<file path="config.mk">
export PLATFORM = sky130hd
export DESIGN_NAME = sram_arbiter
export DESIGN_NICKNAME = d
export VERILOG_FILES = /design/src/rtl/sram_arbiter.sv
export SDC_FILE = /design/constraint.sdc
export NUM_CORES = 1
export LEC_CHECK = 0
export CORE_MARGIN = 10
export CORE_UTILIZATION = 40
export CTS_CLUSTER_SIZE = 14
export DETAILED_ROUTE_END_ITERATION = 6
export PLACE_DENSITY = 0.81
export SYNTH_ARGS = -nofsm -noshare
export SYNTH_HDL_FRONTEND = slang
export SYNTH_SLANG_ARGS = --single-unit
</file>
<file path="constraint.sdc">
create_clock -name clk -period 4.42 [get_ports clk]
set_input_delay 1.326 -clock clk [delete_from_list [all_inputs] [get_ports clk]]
set_output_delay 1.326 -clock clk [all_outputs]
set_load 0.03 [all_outputs]
</file>
<file path="src/rtl/sram_arbiter.sv">
// Two-port arbiter in front of a single SRAM controller.
// Round-robin or fixed-priority selection; every output comes straight from a register.
module sram_arbiter #(
    parameter int unsigned PRIORITY_MODE = 0
) (
    input  logic        clk,
    input  logic        rst,
    input  logic        p0_w_en,
    input  logic        p0_r_en,
    input  logic [31:0] p0_addr,
    input  logic [31:0] p0_wdata,
    output logic [31:0] p0_rdata,
    output logic        p0_ready,
    input  logic        p1_w_en,
    input  logic        p1_r_en,
    input  logic [31:0] p1_addr,
    input  logic [31:0] p1_wdata,
    output logic [31:0] p1_rdata,
    output logic        p1_ready,
    output logic        mem_w_en,
    output logic        mem_r_en,
    output logic [31:0] mem_addr,
    output logic [31:0] mem_wdata,
    input  logic [31:0] mem_rdata,
    input  logic        mem_ready,
    output logic        busy,
    output logic        grant_id
);

    typedef enum logic [1:0] {StIdle, StBusy, StDone} state_e;

    state_e      state_q, state_d;
    logic        mem_w_en_q, mem_w_en_d;
    logic        mem_r_en_q, mem_r_en_d;
    logic [31:0] mem_addr_q, mem_addr_d;
    logic [31:0] mem_wdata_q, mem_wdata_d;
    logic [31:0] p0_rdata_q, p0_rdata_d;
    logic [31:0] p1_rdata_q, p1_rdata_d;
    logic        p0_ready_q, p0_ready_d;
    logic        p1_ready_q, p1_ready_d;
    logic        busy_q, busy_d;
    logic        grant_q, grant_d;
    logic        req0, req1, win;

    assign req0 = p0_w_en | p0_r_en;
    assign req1 = p1_w_en | p1_r_en;

    // Only meaningful while at least one port requests.
    always_comb begin
        if (PRIORITY_MODE == 1) begin
            win = ~req0;
        end else if (req0 && req1) begin
            win = ~grant_q;
        end else begin
            win = ~req0;
        end
    end

    always_comb begin
        state_d     = state_q;
        mem_w_en_d  = mem_w_en_q;
        mem_r_en_d  = mem_r_en_q;
        mem_addr_d  = mem_addr_q;
        mem_wdata_d = mem_wdata_q;
        p0_rdata_d  = p0_rdata_q;
        p1_rdata_d  = p1_rdata_q;
        p0_ready_d  = 1'b0;
        p1_ready_d  = 1'b0;
        busy_d      = busy_q;
        grant_d     = grant_q;
        case (state_q)
            StIdle: begin
                if (req0 || req1) begin
                    state_d = StBusy;
                    busy_d  = 1'b1;
                    grant_d = win;
                    // Write takes precedence when both enables are set.
                    if (win) begin
                        mem_w_en_d  = p1_w_en;
                        mem_r_en_d  = ~p1_w_en;
                        mem_addr_d  = p1_addr;
                        mem_wdata_d = p1_wdata;
                    end else begin
                        mem_w_en_d  = p0_w_en;
                        mem_r_en_d  = ~p0_w_en;
                        mem_addr_d  = p0_addr;
                        mem_wdata_d = p0_wdata;
                    end
                end
            end
            StBusy: begin
                if (mem_ready) begin
                    state_d    = StDone;
                    mem_w_en_d = 1'b0;
                    mem_r_en_d = 1'b0;
                    if (grant_q) begin
                        p1_ready_d = 1'b1;
                        if (mem_r_en_q) p1_rdata_d = mem_rdata;
                    end else begin
                        p0_ready_d = 1'b1;
                        if (mem_r_en_q) p0_rdata_d = mem_rdata;
                    end
                end
            end
            StDone: begin
                state_d = StIdle;
                busy_d  = 1'b0;
            end
            default: begin
                state_d = StIdle;
            end
        endcase
    end

    always_ff @(posedge clk) begin
        if (rst) begin
            state_q     <= StIdle;
            mem_w_en_q  <= 1'b0;
            mem_r_en_q  <= 1'b0;
            mem_addr_q  <= 32'h0;
            mem_wdata_q <= 32'h0;
            p0_rdata_q  <= 32'h0;
            p1_rdata_q  <= 32'h0;
            p0_ready_q  <= 1'b0;
            p1_ready_q  <= 1'b0;
            busy_q      <= 1'b0;
            grant_q     <= 1'b1;
        end else begin
            state_q     <= state_d;
            mem_w_en_q  <= mem_w_en_d;
            mem_r_en_q  <= mem_r_en_d;
            mem_addr_q  <= mem_addr_d;
            mem_wdata_q <= mem_wdata_d;
            p0_rdata_q  <= p0_rdata_d;
            p1_rdata_q  <= p1_rdata_d;
            p0_ready_q  <= p0_ready_d;
            p1_ready_q  <= p1_ready_d;
            busy_q      <= busy_d;
            grant_q     <= grant_d;
        end
    end

    assign mem_w_en  = mem_w_en_q;
    assign mem_r_en  = mem_r_en_q;
    assign mem_addr  = mem_addr_q;
    assign mem_wdata = mem_wdata_q;
    assign p0_rdata  = p0_rdata_q;
    assign p1_rdata  = p1_rdata_q;
    assign p0_ready  = p0_ready_q;
    assign p1_ready  = p1_ready_q;
    assign busy      = busy_q;
    assign grant_id  = grant_q;

endmodule

</file>
==> key figures, run 1 <==
Critical path
  – CP delay by family, top: buffers and inverters
  – Critical path data arrival time: 1.99 ns
  – Worst Reg-to-Reg Cells: 5
  – Required time worst endpoint: around 3 ns
  – Setup CP Type: flop to primary output
  – Critical path endpoint category: primary output
  – WP buf/inv: 1
  – Worst path depth: 1
  – Largest fanout on the critical path: 12
  – CP max stage cell: clkdlybuf4s50_1
  – Cells along the critical path: clkdlybuf4s50_1
  – Type of origin of the critical path: flop
  – CP max stage delay: about 0.86 ns

Clocking
  – Post-CTS Setup Repair Bufs: 0
  – Hold Buf Count CTS: 0
  – Root buffer cell: clkbuf_16
  – H-tree levels: 4
  – Worst-path clk slew: 0.06 ns
  – CTS max path bufs: 2
  – Clock Latency Late Sink: ~0.4 ns
  – Sink Count: about 140
  – CTS tree: done
  – Num CTS Buffers: 17
  – Post-cts sizing count: 0

Power and ir drop
  – VDD IR max: 224 uV
  – Pwr Density: between 400 and 500 nW/um^2
  – Pleak: roughly 3.2 nW

Timing
  – Final count of negative-setup-slack endpoints: 0
  – Max-slew violations: 0
  – Final Hold Viols: 0
  – F_max: 0.301 GHz
  – Worst slew margin: between 40% and 50%
  – Post-route setup TNS: 0 ns
  – Clock skew: approximately 0.0057 ns
  – Crit share post-route: 75.1%
  – Min cycle time layout: around 3.3 ns
  – Worst slew pin tran: 0.763 ns
  – RSZ-0062 raised after global routing: no
  – Hold WS: 0.450 ns

Synthesis
  – Cell variety after synth: 23
  – EDFF count, synth: 0
  – Largest family of logic cells by synthesized area: compound AO/OA/AOI/OAI gates
  – Synthesized cell area: ~5300 sq um
  – Ys Warns: 0
  – Avg Cell Area, Syn: ~7.8 sq um
  – Post-synth net total: between 800 and 900
  – Post-synthesis mux area share: 0%
  – Register bit total from synthesis: around 140
  – Ys flop type: dfxtp_1
  – Cell count after synthesis: about 670
  – Adder-Cell Fraction of Synth Area: 0%
  – Synth async-reset ratio: 0%
  – Post-synthesis simple-gate area fraction: between 20% and 30%
  – Compound-Gate Fraction of Synth Area: a little under a quarter
  – Xor/xnor share of the synthesized area: 0%
  – Sequential area share after synthesis: roughly half

Outcome
  – Status: finished, final reports clean

Drt
  – Remaining antenna violation count after routing: 0
  – Wirelength, routed: 21.5 mm
  – Initial DRC Count: roughly 350
  – Vias: between 5000 and 6000
  – DRC viols: 0
  – Via density: 5.15
  – Detailed Routing Iterations Pass 1: 4
  – WL/cell: ~19 um

Die
  – Num rows: a little over 40
  – Ports: between 300 and 400
  – Die W: roughly 130 um
  – Total core area: about 13000 sq um
  – Die height: ~130 um
  – Die area: 18200 sq um
  – Starting Density: roughly 41%

Placement
  – # port buffers: 300
  – Gpl congestion: around 0.86
  – Dpl cells: 1101
  – Placed inst area: 8370 sq um
  – DP HPWL: ~16 mm

Global routing
  – Number of global-route vias before repair: 5769
  – Largest net degree at the start of global routing: 74
  – Grt total ovfl: 0
  – GRT Overall Usage: around 23%
  – Antenna violations before repair: 2
  – Wire length of the first global-routing pass: between 30 and 40 mm

Final layout
  – Net total in the final layout: about 1100
  – Final non-filler cell total: approximately 1100
  – Area delta synth->final: 71.5%
  – Total area of sequential cells: about 2700 sq um
  – Fin area: ~9000 sq um
  – Share of layout cells above drive strength 1: roughly 5.5%
  – # fillers: between 1000 and 1500
  – Multi-input logic area: ~2300 sq um

Run
  – Max Cap Viol: 0

Hold path
  – Hold Crit Class: flop to flop
  – Hold Crit Depth: 2
## routing by layer
layer	vias to the layer above	track usage, %	routed length (um)
met5	-	0	20
met1	2730	23.6	8180
met3	30	10.5	2260
met4	2	8.59	464
met2	252	39.0	10600
li1	2822	-	-
## registers in the layout, indices dropped and copies added (netlist names)
register,count
busy,1
grant_id,1
mem_addr,32
mem_r_en,1
mem_w_en,1
mem_wdata,32
p0_rdata,32
p0_ready,1
p1_rdata,32
p1_ready,1
state_q,2
## cell usage after synthesis, types with 2 or more instances
cell type  count  area (sq um)
a21oi_1      133           666
nor2_1        67           251
nand2_1      193           724
nand3_1        5          25.0
nor2_2         2          12.5
a211o_1        2          17.5
dfxtp_1      136          2720
buf_2         29           145
o21ai_0        2          10.0
clkbuf_1      26          97.6
inv_1          2          7.51
buf_4          2          15.0
a211oi_1      64           480
or3_1          2          12.5
## worst paths after layout
kind	end	startpoint	slack, ns
min	p1_rdata[4]	p1_rdata[4]	0.45
max	grant_id	grant_id	1.10
max reg2reg	p0_rdata[19]	state_q[0]	2.32
min reg2reg	p1_rdata[4]	p1_rdata[4]	0.45
## kinds of logic (layout without fill, tap and decap cells)
logic type,count (synthesis),after routing
compound gates,204,204
flops,136,136
buf+inv,59,346
simple gates,275,275
other cells,0,1
## final cells by class
class / instances / share of cell area (%)
Tap cell: 172 / 2.38
Timing Repair Buffer: 312 / 34.5
Antenna cell: 1 / 0.0277
Clock buffer: 18 / 4.86
Sequential cell: 136 / 30.1
Clock inverter: 14 / 2.46
Multi-Input combinational cell: 479 / 25.6
Inverter: 2 / 0.0831
## where the power goes
part | internal [mW] | total, mW | switching (mW)
logic | 0.377 | 0.842 | 0.465
clock network | 1.02 | 1.57 | 0.554
registers | 1.31 | 1.37 | 0.0552
total | 2.71 | 3.79 | 1.07
## per-stage QoR
step	power (mW)	worst slack, ns	utilization [%]
global placement	2.23	1.05	65.5
CTS	3.81	1.05	70.7
detailed placement	2.23	1.01	65.5
finish	3.79	1.10	70.7
global route	3.92	1.04	70.7
floorplan	1.82	2.05	-
## layout by cell type (no fill, tap or decap), drive strengths merged
master / count
a211o: 2
a211oi: 65
a21oi: 133
and2: 1
buf: 13
bufinv: 5
clkbuf: 18
clkdlybuf4s50: 299
clkinv: 3
clkinvlp: 5
dfxtp: 136
diode: 1
inv: 3
nand2: 193
nand2b: 1
nand3: 5
nand3b: 1
nor2: 69
nor3: 2
nor3b: 1
o21ai: 2
o22a: 1
o22ai: 1
or3: 2
## worst register-to-register path: cells and delay by family, from the launching register on
kind / cells / cell delay (ns)
flip-flops: 1 / 0.52
AND/OR/NAND/NOR: 3 / 1.03
buffers and inverters: 1 / 0.32
AO/OA/AOI/OAI: 1 / 0.08
Power figures use the tool's default switching activity.
==> inputs of run 2 (changes only) <==
--- a/config.mk
+++ b/config.mk
@@ -6,10 +6,10 @@
 export NUM_CORES = 1
 export LEC_CHECK = 0
 export CORE_MARGIN = 10
-export CORE_UTILIZATION = 40
+export CORE_UTILIZATION = 35
 export CTS_CLUSTER_SIZE = 14
 export DETAILED_ROUTE_END_ITERATION = 6
-export PLACE_DENSITY = 0.81
+export PLACE_DENSITY = 0.75
 export SYNTH_ARGS = -nofsm -noshare
 export SYNTH_HDL_FRONTEND = slang
 export SYNTH_SLANG_ARGS = --single-unit
==> constraint.sdc (replaced) <==
create_clock -name clk -period 2.9 [get_ports clk]
set_input_delay 0.87 -clock clk [delete_from_list [all_inputs] [get_ports clk]]
set_output_delay 0.87 -clock clk [all_outputs]
set_load 0.03 [all_outputs]
==> run 2 against run 1 <==
Register-to-register slack got worse by 1.1 ns. Clock power up 29%. Via count down 1.9%. Cell count grew 1.3%. Global-route usage fell by 3.4 points. Die area up 12%. First-iteration DRC count fell by 19%. Non-clock buffer count rose by 7. Critical path depth did not move. Clock-buffer cell count increased by 2. Largest power group is now registers.
==> key figures, run 2 (synthesized netlist as in run 1, its figures left out) <==
Outcome
  – Status: finished, final reports clean (unchanged)

Global routing
  – Number of global-route vias before repair: 5748 (was 5769)
  – Wire length of the first global-routing pass: 31.0 mm (was 32.5 mm)
  – GRT Overall Usage: 19.3% (was 22.7%)
  – Largest net degree at the start of global routing: 56 (was 74)
  – Antenna violations before repair: 0 (was 2)
  – Grt total ovfl: 0 (unchanged)

Final layout
  – Area delta synth->final: 71.6% (was 71.5%)
  – Share of layout cells above drive strength 1: 5.60% (was 5.52%)
  – Total area of sequential cells: 2720 sq um (unchanged)
  – Utilization after layout: 61.8% (was 70.7%)
  – Most frequent cells in the layout: 299 x clkdlybuf4s50_1, 193 x nand2_1, 136 x dfxtp_1 (unchanged)
  – Multi-input logic area: 2310 sq um (unchanged)
  – Commonest non-fill, non-tap cell in the layout: clkdlybuf4s50_1 (unchanged)
  – Antenna diode count: 0 (was 1)
  – Net total in the final layout: 1122 (was 1115)
  – # fillers: 1300 (was 1018)

Drt
  – Vias: 5728 (was 5836)
  – Via density: 4.99 (was 5.15)
  – Remaining antenna violation count after routing: 0 (unchanged)
  – WL/cell: 17.8 um (was 19.0 um)
  – DRC viols: 0 (unchanged)
  – Initial DRC Count: 280 (was 346)
  – Wirelength, routed: 20.4 mm (was 21.5 mm)
  – Detailed Routing Iterations Pass 1: 4 (unchanged)

Critical path
  – Cells along the critical path: clkdlybuf4s50_1 (unchanged)
  – Critical path data arrival time: 1.50 ns (was 1.99 ns)
  – Reg2reg start: state_q[0] (unchanged)
  – Largest fanout on the critical path: 2 (was 12)
  – Required time worst endpoint: 2.03 ns (was 3.09 ns)
  – R2R Path End: p0_rdata[7] (was p0_rdata[19])
  – Worst Reg-to-Reg Cells: 5 (unchanged)
  – Type of origin of the critical path: flop (unchanged)
  – Reg2Reg Setup Slack: 1.21 ns (was 2.32 ns)
  – CP max stage cell: clkdlybuf4s50_1 (unchanged)
  – CP delay by family, top: buffers and inverters (unchanged)
  – WP buf/inv: 1 (unchanged)
  – Setup CP Type: flop to primary output (unchanged)
  – CP max stage delay: 0.75 ns (was 0.86 ns)
  – Critical path endpoint category: primary output (unchanged)

Clocking
  – Sink Count: 136 (unchanged)
  – H-tree levels: 4 (unchanged)
  – Clock Latency Late Sink: 0.41 ns (about the same)
  – CTS tree: done (unchanged)
  – Post-CTS Setup Repair Bufs: 0 (unchanged)
  – CTS max path bufs: 2 (unchanged)
  – Worst-path clk slew: 0.06 ns (about the same)
  – Num CTS Buffers: 17 (unchanged)
  – Post-cts sizing count: 0 (unchanged)
  – Root buffer cell: clkbuf_16 (unchanged)
  – Hold Buf Count CTS: 0 (unchanged)

Hold path
  – Worst hold path endpoint: p0_rdata[1] (was p1_rdata[4])
  – Hold Crit Class: flop to flop (unchanged)
  – Hold Crit Depth: 2 (unchanged)
  – Hold Startpoint: p0_rdata[1] (was p1_rdata[4])

Power and ir drop
  – Pleak: 3.26 nW (was 3.24 nW)
  – Pwr Density: 598 nW/um^2 (was 419 nW/um^2)
  – VDD IR max: 391 uV (was 224 uV)

Timing
  – Max-slew violations: 0 (unchanged)
  – Final Hold Viols: 0 (unchanged)
  – Final count of negative-setup-slack endpoints: 0 (unchanged)
  – RSZ-0062 raised after global routing: no (unchanged)
  – F_max: ~0.42 GHz
  – Min cycle time layout: 2.37 ns
  – Worst slew pin tran: 0.491 ns (was 0.763 ns)
  – Post-route setup TNS: 0 ns (unchanged)
  – Worst slew margin: 67.3% (was 49.1%)
  – Crit share post-route: between 80% and 90%
  – Clock skew: 0.00613 ns (was 0.00574 ns)

Die
  – Die height: 143 um (was 135 um)
  – Die area: 20400 sq um (was 18200 sq um)
  – Num rows: 44 (was 41)
  – Starting Density: 36.0% (was 41.2%)
  – Total core area: 14600 sq um (was 12800 sq um)
  – Die W: 143 um (was 135 um)
  – Ports: 301 (unchanged)

Run
  – Max Cap Viol: 0 (unchanged)

Placement
  – DP HPWL: 15.1 mm (was 15.9 mm)
  – # port buffers: 300 (unchanged)
  – Gpl congestion: 0.788 (was 0.855)
==> run 2: worst max path at each step <==
| stage | start | cells after the start | slack, ns | endpoint |
|---|---|---|---|---|
| floorplan | p1_r_en | 6 | 0.99 | grant_id |
| global placement | p1_r_en | 6 | 0.34 | mem_wdata[7] |
| detailed placement | p1_r_en | 6 | 0.29 | mem_addr[13] |
| CTS | mem_wdata[26] | 1 | 0.49 | mem_wdata[26] |
| global route | mem_wdata[26] | 1 | 0.48 | mem_wdata[26] |
| finish | mem_wdata[26] | 1 | 0.53 | mem_wdata[26] |
==> run 2: area by class of cell <==
class	instances	share of cell area (%)
repair buffers	319	35.7
flip-flops and latches	136	30.1
multi-input cells	479	25.6
clock buffers	20	4.83
well taps	184	2.55
clock inverters	9	1.16
inverters	2	0.0830
==> run 2: routing by layer <==
layer  routed length, um  vias up  track usage, %
met5                   0        -               0
met4                 303        0            5.75
met3                2240       22            9.22
met2                9820      235            32.8
met1                8030     2634            21.0
li1                    -     2837               -
==> run 2: report_power, final <==
| group | internal [mW] | switching [mW] | leakage (nW) |
|---|---|---|---|
| Sequential | 2.00 | 0.0698 | 1.11 |
| Combinational | 0.599 | 0.713 | 1.88 |
| Clock | 1.24 | 0.778 | 0.265 |
| Total | 3.85 | 1.56 | 3.26 |
==> run 2: through the flow <==
stage               power (mW)  hold WS, ns  cell area, sq um  instances  setup WS (ns)
floorplan                 2.77        0.519              5270        674          0.989
global placement          3.42        0.440              8500       1120          0.344
detailed placement        3.43        0.446              8500       1120          0.288
CTS                       5.46        0.454              9040       1149          0.486
global route              5.64        0.477              9040       1149          0.475
finish                    5.41        0.450              9040       1149          0.527
==> patch, RTL diff (flow settings as in run 2) <==
The 3 states of `state_e` get a one-hot encoding in 3 bits.
--- a/src/rtl/sram_arbiter.sv
+++ b/src/rtl/sram_arbiter.sv
@@ -29,3 +29,3 @@
 
-    typedef enum logic [1:0] {StIdle, StBusy, StDone} state_e;
+    typedef enum logic [2:0] {StIdle = 3'b001, StBusy = 3'b010, StDone = 3'b100} state_e;
 
Check against the original RTL: no difference found for any inputs over 4 cycles, from zero or initial values and one cycle with rst high; so few cycles prove little.
==> patch against run 2 <==
Clock power increased by 11%; setup slack got worse by 25 ps; count of clock-buffer cells in the layout decreased by 1; sequential power increased by 5%; area after synthesis increased by 23%; sequential cell count increased by 1; non-clock buffer count increased by 9; design area increased by 15%; power increased by 18%; critical path depth increased by 4; routed wire length increased by 15%; utilization decreased by 4.2 points; largest power group is now the clock network.
==> patch: results (changes against run 2) <==
status:
  status: "complete, no violations"  # unchanged
place:
  gp_congestion: 0.870  # was 0.788
  dp.final_hpwl_um: 17000  # was 15,100 um
power_and_ir_drop:
  leakagePower_uw: 0.00378  # was 0.00326 uW
  vdd_drop_max_uv: 379  # was 391 uV
global_routing:
  grt_max_degree: 112  # was 56
  grt_pass1_wl_um: 35800  # was 31,000 um
  antenna_found_initial: 1  # was 0
  grt_pass1_vias: 6212  # was 5,748
  track_usage: 0.184  # was 0.193
synth:
  synthAdderAreaFrac: 0  # unchanged
  synth_nets: 834  # was 841
  synth_compound_area_frac: 0.260  # was 0.229
  yosysUniqueCellTypes: 33  # was 23
  ys_seq_area_frac: 0.422  # was 0.517
  ys_top_cells_by_area: "dfxtp_1 (42%), a311oi_2 (14%), mux2i_1 (9.9%)"  # was dfxtp_1 (52%), nand2_1 (14%), a21oi_1 (13%)
  synth_mux_area_frac: 0.0987  # was 0
  netlist_top_cells_count: "dfxtp_1 (137), nand2b_1 (99), a21oi_1 (65), nand3_1 (65)"  # was nand2_1 (193), dfxtp_1 (136), a21oi_1 (133), nor2_1 (67), a211oi_1 (64)
  async_reset_ff_frac: 0  # unchanged
  synth_warnings: 0  # unchanged
clock_network:
  post_cts_resize_count: 0  # unchanged
  cts_buffers: 17  # unchanged
  clk_pin_slew_ps: 60  # about the same
  post_cts_buffers: 0  # unchanged
  worstSkewPairLatency_ps: 420
routing:
  wl_met3_um: 3120  # was 2240 um
  wl_met1_um: 9350  # was 8030 um
  firstDrtPassIters: 4  # unchanged
  drtIter0Drc: 233  # was 280
  wl_met2_um: 10600  # was 9820 um
  wl_per_cell_um: 19.9  # was 17.8 um
  highest_layer: "met5"  # was met4
  vias_per_cell: 5.23  # was 4.99
worst_setup_path:
  path_delay_family: "simple AND/OR/NAND/NOR gates"  # was buffers and inverters
  max_stage_delay_ps: 700  # was 750 ps
  crit_path_top_delay_cell: "or4_2"  # was clkdlybuf4s50_1
  critical_path.max_fanout: 16  # was 2
  critPathArrivalTime_ps: 2720  # was 1500 ps
sta:
  tightest_slew_ps: 645  # was 491 ps
  fin_worst_skew_ps: 11.0  # was 6.13 ps
worst_hold_path:
  hp-class: "reg2reg"  # unchanged
final_layout:
  num-nets-final: 1104  # was 1,122
  layout-drive-gt1-share: 0.136  # was 0.0560
  fillCellCount: 1578  # was 1,300
-- patch: changes by cell type after synthesis, sizes merged, moves of 34 or more --
cell / change
a211oi: -64
mux2i: +64
nand2b: +98
o21ai: +62
clkbuf: +34
nand3: +60
nand2: -192
a21oi: -68
a311oi: +64
nor2: -67
-- patch: kinds of logic after synthesis --
family | Yosys count
DFF | 137
AOI/OAI and AO/OA | 206
muxes | 64
and+or+nand+nor | 180
buffers and inverters | 80
-- patch: layout make-up --
cell class / instances / area, sq um / share of cell area
Clock buffer: 19 / 443 / 0.0426
Tap cell: 229 / 287 / 0.0275
Inverter: 3 / 11.3 / 0.00108
Timing Repair Buffer: 328 / 3330 / 0.320
Multi-Input combinational cell: 450 / 3420 / 0.329
Clock inverter: 13 / 168 / 0.0161
Sequential cell: 137 / 2740 / 0.264
-- patch: per-layer routing --
layer | up-vias | track usage
li1 | 2991 | -
met3 | 28 | 0.108
met1 | 2882 | 0.210
met5 | - | 0
met2 | 267 | 0.286
met4 | 2 | 0.0490
-- patch: final timing paths --
kind / from / end / slack [ps] / cells past startpoint
max: p0_r_en / mem_wdata[10] / 500 / 5
max reg2reg: state_q[2] / mem_wdata[10] / 870 / 4
min reg2reg: busy / busy / 470 / 2
min: busy / busy / 470 / 2
-- patch: through the flow --
step / instances / util / hold WS [ps] / cell area [sq um] / setup slack, ps
after floorplan: 667 / - / 528 / 6490 / 658
after global placement: 1147 / 0.541 / 458 / 9790 / 160
after detailed placement: 1147 / 0.541 / 462 / 9790 / 78.9
after CTS: 1179 / 0.575 / 472 / 10400 / 487
after global routing: 1179 / 0.575 / 490 / 10400 / 446
final: 1179 / 0.575 / 468 / 10400 / 502
-- patch: power breakdown --
part,switching (uW),internal (uW)
Sequential,108,2070
Combinational,1070,892
Clock,862,1380
-- patch: worst register-to-register path, cell delays in order (launching register included) --
cell      delay, ps
dfxtp_1         440
nor3b_4         620
and2_4          450
buf_4           270
a311oi_2        120
